==> src/rtl/ex_cond_commit_pkg.sv <==
// Shared execute-stage constants: flag bit positions, ARM condition codes, default widths.
package ex_cond_commit_pkg;

  localparam int FULLW_DEFAULT = 32;
  localparam int CNTW_DEFAULT  = 16;

  localparam int FLAG_Z = 0;
  localparam int FLAG_C = 1;
  localparam int FLAG_N = 2;
  localparam int FLAG_V = 3;

  typedef enum logic [3:0] {
    COND_EQ = 4'h0,
    COND_NE = 4'h1,
    COND_CS = 4'h2,
    COND_CC = 4'h3,
    COND_MI = 4'h4,
    COND_PL = 4'h5,
    COND_VS = 4'h6,
    COND_VC = 4'h7,
    COND_HI = 4'h8,
    COND_LS = 4'h9,
    COND_GE = 4'hA,
    COND_LT = 4'hB,
    COND_GT = 4'hC,
    COND_LE = 4'hD,
    COND_AL = 4'hE,
    COND_NV = 4'hF
  } cond_e;

endpackage

==> src/rtl/ex_cond_commit_cond_eval.sv <==
// ARM condition-code evaluator; purely combinational so the branch unit can share it.
module cond_eval
  import ex_cond_commit_pkg::*;
(
  input  logic [3:0] cond,
  input  logic [3:0] flags,
  output logic       pass
);

  logic z, c, n, v;

  assign z = flags[FLAG_Z];
  assign c = flags[FLAG_C];
  assign n = flags[FLAG_N];
  assign v = flags[FLAG_V];

  always_comb begin
    pass = 1'b0;
    case (cond_e'(cond))
      COND_EQ: pass = z;
      COND_NE: pass = !z;
      COND_CS: pass = c;
      COND_CC: pass = !c;
      COND_MI: pass = n;
      COND_PL: pass = !n;
      COND_VS: pass = v;
      COND_VC: pass = !v;
      COND_HI: pass = c & !z;
      COND_LS: pass = !c | z;
      COND_GE: pass = (n == v);
      COND_LT: pass = (n != v);
      COND_GT: pass = !z & (n == v);
      COND_LE: pass = z | (n != v);
      COND_AL: pass = 1'b1;
      default: pass = 1'b0;
    endcase
  end

endmodule

==> src/rtl/ex_cond_commit.sv <==
// Execute-stage commit: condition check against committed flags, one-entry writeback
// register, CPSR flag register and annulled-instruction counter.
module ex_cond_commit
  import ex_cond_commit_pkg::*;
#(
  parameter int         FULLW    = FULLW_DEFAULT,
  parameter int         CNTW     = CNTW_DEFAULT,
  parameter logic [3:0] CPSR_RST = 4'b0000
) (
  input  logic             clk,
  input  logic             rst_n,
  input  logic             ex_valid,
  output logic             ex_ready,
  input  logic [3:0]       ex_cond,
  input  logic             ex_setflags,
  input  logic             ex_wr_rd,
  input  logic [3:0]       ex_rd,
  input  logic [FULLW-1:0] alu_out,
  input  logic [3:0]       alu_flags,
  input  logic [3:0]       alu_flagsen,
  input  logic             msr_en,
  input  logic [3:0]       msr_flags,
  input  logic             flush,
  output logic             wb_valid,
  input  logic             wb_ready,
  output logic [FULLW-1:0] wb_data,
  output logic [3:0]       wb_rd,
  output logic             wb_we,
  output logic [3:0]       cpsr_flags,
  output logic [CNTW-1:0]  annul_cnt
);

  logic             wb_valid_reg;
  logic [FULLW-1:0] wb_data_reg;
  logic [3:0]       wb_rd_reg;
  logic             wb_we_reg;
  logic [3:0]       cpsr_reg;
  logic [3:0]       cpsr_next;
  logic [3:0]       cpsr_alu;
  logic [CNTW-1:0]  annul_cnt_reg;
  logic             pass;
  logic             acc;
  logic             commit;
  logic             annul;

  cond_eval u_cond_eval (
    .cond  (ex_cond),
    .flags (cpsr_reg),
    .pass  (pass)
  );

  // A flush always drains the slot, so the stage is ready to discard the instruction.
  assign ex_ready = !wb_valid_reg | wb_ready | flush;
  assign acc      = ex_valid & ex_ready & !flush;
  assign commit   = acc & pass;
  assign annul    = acc & !pass;

  genvar gi;
  generate
    for (gi = 0; gi < 4; gi++) begin : g_flag
      assign cpsr_alu[gi] = alu_flagsen[gi] ? alu_flags[gi] : cpsr_reg[gi];
    end
  endgenerate

  // MSR has priority over an ALU flag update in the same cycle.
  always_comb begin
    cpsr_next = cpsr_reg;
    if (msr_en)
      cpsr_next = msr_flags;
    else if (commit && ex_setflags)
      cpsr_next = cpsr_alu;
  end

  always_ff @(posedge clk or negedge rst_n) begin
    if (!rst_n) begin
      wb_valid_reg  <= 1'b0;
      wb_data_reg   <= '0;
      wb_rd_reg     <= '0;
      wb_we_reg     <= 1'b0;
      cpsr_reg      <= CPSR_RST;
      annul_cnt_reg <= '0;
    end else begin
      cpsr_reg <= cpsr_next;
      if (annul)
        annul_cnt_reg <= annul_cnt_reg + CNTW'(1);
      if (flush) begin
        wb_valid_reg <= 1'b0;
      end else if (commit) begin
        wb_valid_reg <= 1'b1;
        wb_data_reg  <= alu_out;
        wb_rd_reg    <= ex_rd;
        wb_we_reg    <= ex_wr_rd;
      end else if (wb_ready) begin
        wb_valid_reg <= 1'b0;
      end
    end
  end

  assign wb_valid   = wb_valid_reg;
  assign wb_data    = wb_data_reg;
  assign wb_rd      = wb_rd_reg;
  assign wb_we      = wb_we_reg;
  assign cpsr_flags = cpsr_reg;
  assign annul_cnt  = annul_cnt_reg;

endmodule

==> config.mk <==
export PLATFORM = sky130hd
export DESIGN_NAME = ex_cond_commit
export DESIGN_NICKNAME = d
export VERILOG_FILES = /design/src/rtl/ex_cond_commit_pkg.sv /design/src/rtl/ex_cond_commit_cond_eval.sv /design/src/rtl/ex_cond_commit.sv
export SDC_FILE = /design/constraint.sdc
export NUM_CORES = 1
export LEC_CHECK = 0
export BUFFER_PORTS_ARGS = -buffer_cell sky130_fd_sc_hd__buf_2
export CORE_ASPECT_RATIO = 1.4
export CORE_MARGIN = 4
export CORE_UTILIZATION = 35
export CTS_BUF_LIST = sky130_fd_sc_hd__clkbuf_8
export DETAILED_ROUTE_END_ITERATION = 8
export PLACE_DENSITY = 0.67
export SYNTH_ARGS = -nofsm -noshare
export SYNTH_HDL_FRONTEND = slang
export SYNTH_SLANG_ARGS = --single-unit
==> constraint.sdc <==
create_clock -name clk -period 2.4 [get_ports clk]
set_clock_uncertainty 0.2 [all_clocks]
set_input_delay 0.12 -clock clk [delete_from_list [all_inputs] [get_ports clk]]
set_output_delay 0.12 -clock clk [all_outputs]
set_load 0.01 [all_outputs]
* After elaboration in Yosys (flattened, before gate mapping)
Index checks and enable logic that the tools add are counted.
** Storage, ports and cells
- Bits in registers :: 58
- Bits of input ports :: 60
- Output and inout port bits :: 59
- Logic and storage cells :: 67
** Operators by class
- Add/sub/neg operators :: 1
- Equality and inequality tests :: 16
- Mux-type cells :: 10
- Bitwise gates (word level) :: 11
- Reductions and logical operators :: 20
** Operator list (count)
- == test 4 bit (second input constant) :: 7
- adder 16 x 1 -> 16 bit (second input constant) :: 1
- == test 4 x 3 -> 1 bit (second input constant) :: 4
- case mux 1 bit (15 select lines) :: 1
- AND reduction 2 bit :: 5
- nonzero test 2 bit :: 5
- == test 4 x 2 -> 1 bit (second input constant) :: 2
- 2-to-1 mux 4 bit :: 2
- zero test 1 bit :: 7
- 2-to-1 mux 1 bit :: 7
- AND 1 bit :: 6
- == test 4 x 1 -> 1 bit (second input constant) :: 1
- zero test 4 bit :: 1
- bitwise OR 1 bit :: 4
- nonzero test 3 bit :: 1
- == test 1 bit :: 1
- logical AND 1 bit :: 1
- != test 1 bit :: 1
- NOT 1 bit :: 1

* Longest topological paths before layout
Gate-level depths: netlist (run 1).
- Depth in word-level cells :: 9
- Mapped depth :: 9
- Mapped depth without buffers :: 6

* Cells and area by module
Synthesis (run 1) repeated with hierarchy kept, for this count alone.
** Second synthesis, totals
- Cells, all modules :: 277
- Area, all modules :: 2672.6 um^2
** By module, submodules not included
- ex_cond_commit :: times used 1, cells each 249, area each 2478.6 um^2, seq. area each 1451.4 um^2
- cond_eval :: times used 1, cells each 28, area each 193.9 um^2, seq. area each 0.0 um^2

* Worst setup path after synthesis (run 1)
No wires, ideal clock.
- Path type :: register -> register
- Start :: register cpsr_reg[2], in the netlist cpsr_flags[2]
- End :: register wb_data_reg[0], in the netlist wb_data[0]
- Library setup time :: 0.125 ns
- Arrival :: 2.092 ns
- Required time :: 2.075 ns
- Setup slack :: -0.017 ns
- Stages on the path, launching flop included :: 9
- Buffers on the path :: 2
- Clock period less this slack :: 2.417 ns
- Cell sequence :: dfrtp_1 nand2b_1 a2111oi_2 a21oi_1 a311o_1 and2_1 buf_6 buf_6 mux2_4
** Between the ends
- Cells in the longest elaborated chain, start to end :: 5
- Elaborated cells between the ends (all ways) :: 8
- Those cells by class :: 2 x eq/ne; 1 x mux; 3 x bitwise; 2 x reduce/logical
** Ends and longest elaborated chain
- start, declared :: line ex_cond_commit.sv:37 : logic [3:0] cpsr_reg;
- start signal, assigned :: line ex_cond_commit.sv:83 : cpsr_reg <= cpsr_next;
- != test 1 bit / == test 1 bit (equally long branches)
- bitwise OR 1 bit / AND 1 bit (equally long branches) :: line ex_cond_commit_cond_eval.sv:33, ex_cond_commit_cond_eval.sv:32
- case mux 1 bit (15 select lines) * :: line ex_cond_commit_cond_eval.sv:19 : case (cond_e'(cond))
- AND 1 bit * :: line ex_cond_commit.sv:55 : assign commit = acc & pass;
- AND reduction 2 bit (no line) *
- end signal, assigned :: line ex_cond_commit.sv:90 : wb_data_reg <= alu_out;
- end, declared :: line ex_cond_commit.sv:34 : logic [FULLW-1:0] wb_data_reg;
Every way passes the cells marked *; elsewhere a longest branch is shown, timed or not.
A chain may end at the register's enable or synchronous reset.

* Worst setup path after layout (run 1)
- Start :: register cpsr_reg[2], in the netlist cpsr_flags[2]
- End :: register wb_data_reg[11], in the netlist wb_data[11]
The elaborated chain is that of the path after synthesis.

==> results of run 1 <==
## kinds of logic (layout without fill, tap and decap cells)
family                     after synthesis  count (layout)
muxes                                   39              39
AOI/OAI and AO/OA                       23              23
and+or+nand+nor                         62              62
adders and majority gates                1               1
buffers and inverters                   17             205
xor gates and xnor gates                17              17
DFF                                     58              58
## cell usage after synthesis, drive strengths merged (3+ instances only)
library cell	count
xnor2	3
and2	4
nand2b	6
a21oi	4
buf	8
nor2b	5
nand4	7
a2bb2oi	4
mux2	38
nand2	6
inv	7
dfrtp	58
nor3	11
nor4	5
xor2	14
nand3	7
## timing repair
| item | 4_1_cts | 5_1_grt |
|---|---|---|
| buffers inserted | 0 | 1 |
| hold buffers | 54 | 0 |
| endpoints found under the setup margin | 18 | 42 |
| gates resized for setup | 2 | 14 |
| gates cloned | 0 | 1 |
| pin swaps | 1 | 1 |
| endpoints found under the hold margin | 68 | 0 |
## per-stage QoR
step,std cells,hold slack (ns)
2_1_floorplan,217,-0.376
3_3_place_gp,433,-0.0153
3_5_place_dp,433,-0.0107
4_1_cts,503,0.0929
5_1_grt,505,0.155
6_report,505,0.122
## layout make-up
type	instances	area [um^2]	share of cell area, %
clock buffer	10	138	3.13
clock inverter	6	88.8	2.02
inverter	7	26.3	0.598
multi-input combinational	142	1300	29.6
sequential	58	1450	33.1
tap	100	125	2.85
timing repair buffer	182	1260	28.7
## where the power goes
part	switching, mW	internal (mW)	total, mW
clock	0.403	0.614	1.02
sequential	0.212	1.24	1.45
combinational	0.486	0.658	1.14
total	1.10	2.51	3.62
## worst max-delay path, stage by stage, from the launching register on
cell and delay [ns]:
dfrtp_2 0.45, nand2b_1 0.09, a2111oi_2 0.35, a21oi_1 0.07
a311o_1 0.37, and2_4 0.21, clkbuf_16 0.19, mux2_4 0.31
## worst paths after layout
path                               startpoint  slack (ns)       endpoint  cells after the start
worst max-delay path            cpsr_flags[2]        0.05    wb_data[11]                      7
worst min-delay path                 ex_valid        0.12  annul_cnt[11]                      4
worst max register to register  cpsr_flags[2]        0.05    wb_data[11]                      7
worst min register to register  annul_cnt[15]        0.30  annul_cnt[15]                      1
max in group asynchronous               rst_n        1.24    wb_data[15]                      3
min in group asynchronous               rst_n        0.16    wb_data[10]                      2
## routing by layer
| layer | global-route usage (%) | part of all wire, % | vias up |
|---|---|---|---|
| li1 | - | - | 1148 |
| met1 | 18.5 | 39 | 1169 |
| met2 | 29.5 | 53 | 79 |
| met3 | 4.34 | 5.8 | 14 |
| met4 | 8.69 | 2.6 | 0 |
| met5 | 0 | 0 | - |
==> run metrics, run 1 <==
post-synthesis simple-gate area fraction 12.7%; Final Wtd Congestion 0.824; hpwl dp 5250 um; crit end category flop; Main synth FF type dfrtp_1; Setup TNS Final 0 ns; Port Buf Inserts 118; Die H 114 um; Layout Utilization 56.7%; Yosys top cell by area dfrtp_1; max FFs per register 32; dpl ws -0.0470 ns; Yosys reg bits 58; depth of the CTS H-tree 3; Mapped Area 0.00280 mm^2; # IOs 119; commonest non-fill, non-tap cell in the layout buf_2; Max Clock Freq roughly 0.43 GHz; largest net degree at the start of global routing 33; CP arrival 2.38 ns; post-synthesis compound-gate area fraction around 6.4%; mux cell area share after synthesis a little under 20%; worst hold path type input pin to flop; largest cells by area after synthesis dfrtp_1 (52%), mux2_4 (16%), xor2_1 (4.4%); count of max-cap constraint violations 0; syn avg cell area 12.9 um^2; Placed Area 0.00353 mm^2; clock slew at reported path FFs 0.07 ns; n_diodes 0; Initial DRC Count 102; Hold Vio Cnt, Final 0; share of layout cells above drive strength 1 47.7%; number of vias per cell 4.77; Post-Layout Inst Area 0.00439 mm^2; Max Slew Vio Count 0; Ys Warns 0; GRT Util Overall 16.7%; RSZ-0062 raised after global routing yes; outcome complete, no violations; Die Width 83.5 um; top cell type's share of synthesized area between 50 and 60%; syn_nets 278; First-pass DRT Iterations 5; Worst Setup Start Kind flop; initial antenna violation count 0; Starting Density 36.1%; clk buf depth 2; fillers 618; Post-Synth XOR/XNOR Area 5.33%; GRT overflow 0; Setup violations, final 0; Final nets roughly 460; routed via count roughly 2,400; WL/cell 15.6 um; Slew HR 55.7%; Least-Margin Pin Slew 0.665 ns; Post-synth ARST share 100%; main combinational cell family by area after synthesis multiplexers; DRC Markers 0; DRT Wirelength 7900 um; Core ar. 0.00775 mm^2; Lkg Pwr 2.16 nW; Clock Sink Count between 50 and 60; final worst-path cycle share between 90% and 100%; Adder-Cell Fraction of Synth Area less than 1%; worst-skew pair later-pin latency 0.34 ns; Worst VDD drop roughly 460 uV; most frequent cells in the layout buf_2 (118), dfrtp_1 (56), dlygate4sd3_1 (54); CTS tree yes; Max Fanout on Critical Path 12; register area share after synthesis about half; Final min period 2.35 ns; post-route ant nets 0; PwrDens between 800 and 900 mW/mm^2; die area 0.00950 mm^2; cts bufs inserted 9; first-pass GRT wire length 12,500 um; critical path class flop to flop; post-synth cell types 44; Crit path required time 2.43 ns; Root Buffer clkbuf_8; EDFF count, synth 0; Power Total 3.62 mW; # rows 38; Worst Slack Setup Final 0.0520 ns; vias in the first global route 2,552; synthesized netlist cell count 217; Area growth, synth to finish 57.2%
No activity file was read; power rests on OpenSTA's default activity.
==> inputs of run 2 (changes only) <==
- CORE_UTILIZATION: 35 -> 45
- PLACE_DENSITY: 0.67 -> 0.86
==> run metrics, run 2 (synthesis results as in run 1) <==
outcome complete, no violations (unchanged); number of vias per cell 5.15 (was 4.77); # IOs 119 (unchanged); GRT Util Overall 21.8% (was 16.7%); max FFs per register 32 (unchanged); Placed Area 0.00353 mm^2 (unchanged); Hold EP cpsr_flags[2] (was annul_cnt[11]); Max Slew Vio Count 0 (unchanged); first-pass GRT wire length 12,400 um (was 12,500 um); Max Clock Freq 0.430 GHz (was 0.426 GHz); Worst VDD drop 546 uV (was 461 uV); worst-skew pair later-pin latency 0.33 ns (was 0.34 ns); Setup violations, final 0 (unchanged); Die H 101 um (was 114 um); Lkg Pwr 2.17 nW (was 2.16 nW); Final min period 2.33 ns (was 2.35 ns); post-route ant nets 0 (unchanged); final worst-path cycle share 96.9% (was 97.8%); Clock Sink Count 58 (unchanged); crit end category flop (unchanged); count of max-cap constraint violations 0 (unchanged); cts bufs inserted 9 (unchanged); die area 0.00755 mm^2 (was 0.00950 mm^2); Area growth, synth to finish 55.6% (was 57.2%); most frequent cells in the layout buf_2 (118), dfrtp_1 (56), dlygate4sd3_1 (54) (unchanged); depth of the CTS H-tree 3 (unchanged); worst reg2reg startpoint cpsr_flags[0] (was cpsr_flags[2]); share of layout cells above drive strength 1 47.1% (was 47.7%); multi-input logic area 0.00128 mm^2 (was 0.00130 mm^2); reg2reg end wb_data[25] (was wb_data[11]); critical path class flop to flop (unchanged); First-pass DRT Iterations 4 (was 5); clk buf depth 2 (unchanged); Core ar. 0.00595 mm^2 (was 0.00775 mm^2); Worst Slack Setup Final 0.0746 ns (was 0.0520 ns); Post-Layout Inst Area 0.00435 mm^2 (was 0.00439 mm^2); fillers 416 (was 618); commonest non-fill, non-tap cell in the layout buf_2 (unchanged); CP arrival 2.33 ns (was 2.38 ns); Power Total 3.52 mW (was 3.62 mW); PwrDens 810 mW/mm^2 (was 823 mW/mm^2); n_diodes 0 (unchanged); worst hold path type input pin to flop (unchanged); GRT overflow 0 (unchanged); WL/cell 16.7 um (was 15.6 um); DRC Markers 0 (unchanged); Crit path required time 2.41 ns (was 2.43 ns); # rows 33 (was 38); vias in the first global route 2,599 (was 2,552); Worst Setup Start Kind flop (unchanged); Die Width 74.6 um (was 83.5 um); clock slew at reported path FFs 0.07 ns (about the same); Hold Vio Cnt, Final 0 (unchanged); dpl ws 0.00195 ns (was -0.0470 ns); Root Buffer clkbuf_8 (unchanged); Least-Margin Pin Slew 0.334 ns (was 0.665 ns); Port Buf Inserts 118 (unchanged); initial antenna violation count 0 (unchanged); Worst Hold Depth 4 (unchanged); largest net degree at the start of global routing 59 (was 33); hpwl dp 5070 um (was 5250 um); Starting Density 47.0% (was 36.1%); Final nets 466 (was 461); Layout Utilization 73.1% (was 56.7%); routed via count 2,472 (was 2,410); Final Wtd Congestion 0.893 (was 0.824); DRT Wirelength 8030 um (was 7900 um); R2R setup slack 0.07 ns (was 0.05 ns); Max Fanout on Critical Path 14 (was 12); Setup TNS Final 0 ns (unchanged); CTS tree yes (unchanged); Slew HR 77.5% (was 55.7%); register area 0.00145 mm^2 (unchanged); Worst Reg2Reg Path Length in Cells 6 (was 7); HP Start alu_flags[2] (was ex_valid); Initial DRC Count 82 (was 102)
[run 2: changes by cell type in the layout (fill, tap and decap cells not counted), sizes merged]
cell | before | now
inv | 8 | 7
bufinv | 2 | 1
clkbuf | 11 | 13
clkinv | 1 | 3
buf | 127 | 132
clkinvlp | 2 | 0
[run 2: power by group]
| part | internal (mW) | switching (mW) | leakage, nW | total [mW] |
|---|---|---|---|---|
| Combinational | 0.639 | 0.499 | 1.35 | 1.14 |
| Clock | 0.562 | 0.378 | 0.112 | 0.940 |
| Sequential | 1.24 | 0.200 | 0.705 | 1.44 |
[run 2: repair_timing]
action,CTS,global route
gates resized for setup,0,8
pin swaps,0,1
hold endpoints to repair,100,0
gates cloned,0,1
buffers inserted,1,0
endpoints found under the setup margin,1,34
hold buffers,54,0
[run 2: worst max-delay path, cell delays in order (launching register included)]
cell and delay (ns):
dfrtp_2 0.45, o32a_1 0.37, a311oi_2 0.23, a311o_1 0.22, and2_4 0.21, buf_12 0.17, mux2_1 0.35
[run 2: how the worst max path moves through the flow]
stage	startpoint	to	slack [ns]
CTS	cpsr_flags[2]	annul_cnt[1]	0.001
floorplan	cpsr_flags[2]	wb_data[0]	0.06
finish	cpsr_flags[0]	wb_data[25]	0.07
detailed placement	cpsr_flags[2]	annul_cnt[1]	0.002
global route	cpsr_flags[2]	annul_cnt[13]	-0.006
global placement	cpsr_flags[2]	annul_cnt[1]	0.07
[run 2: final cells by class]
class	instances	area share (%)
Tap cell	70	2.01
Multi-Input combinational cell	142	29.4
Sequential cell	58	33.4
Inverter	7	0.604
Clock inverter	4	1.12
Clock buffer	12	3.80
Timing Repair Buffer	187	29.7
[run 2: layer usage]
layer	up-vias	track usage, %	routed length (um)
met4	0	8.49	163
met3	15	4.57	439
li1	1162	-	-
met1	1206	24.4	2940
met2	89	39.6	4480
met5	-	0	0
[run 2: metrics by stage]
| stage | hold WS [ns] | std cells |
|---|---|---|
| 2_1_floorplan | -0.376 | 217 |
| 3_3_place_gp | -0.0596 | 408 |
| 3_5_place_dp | -0.0478 | 408 |
| 4_1_cts | 0.00497 | 479 |
| 5_1_grt | 0.0323 | 480 |
| 6_report | 0.0315 | 480 |
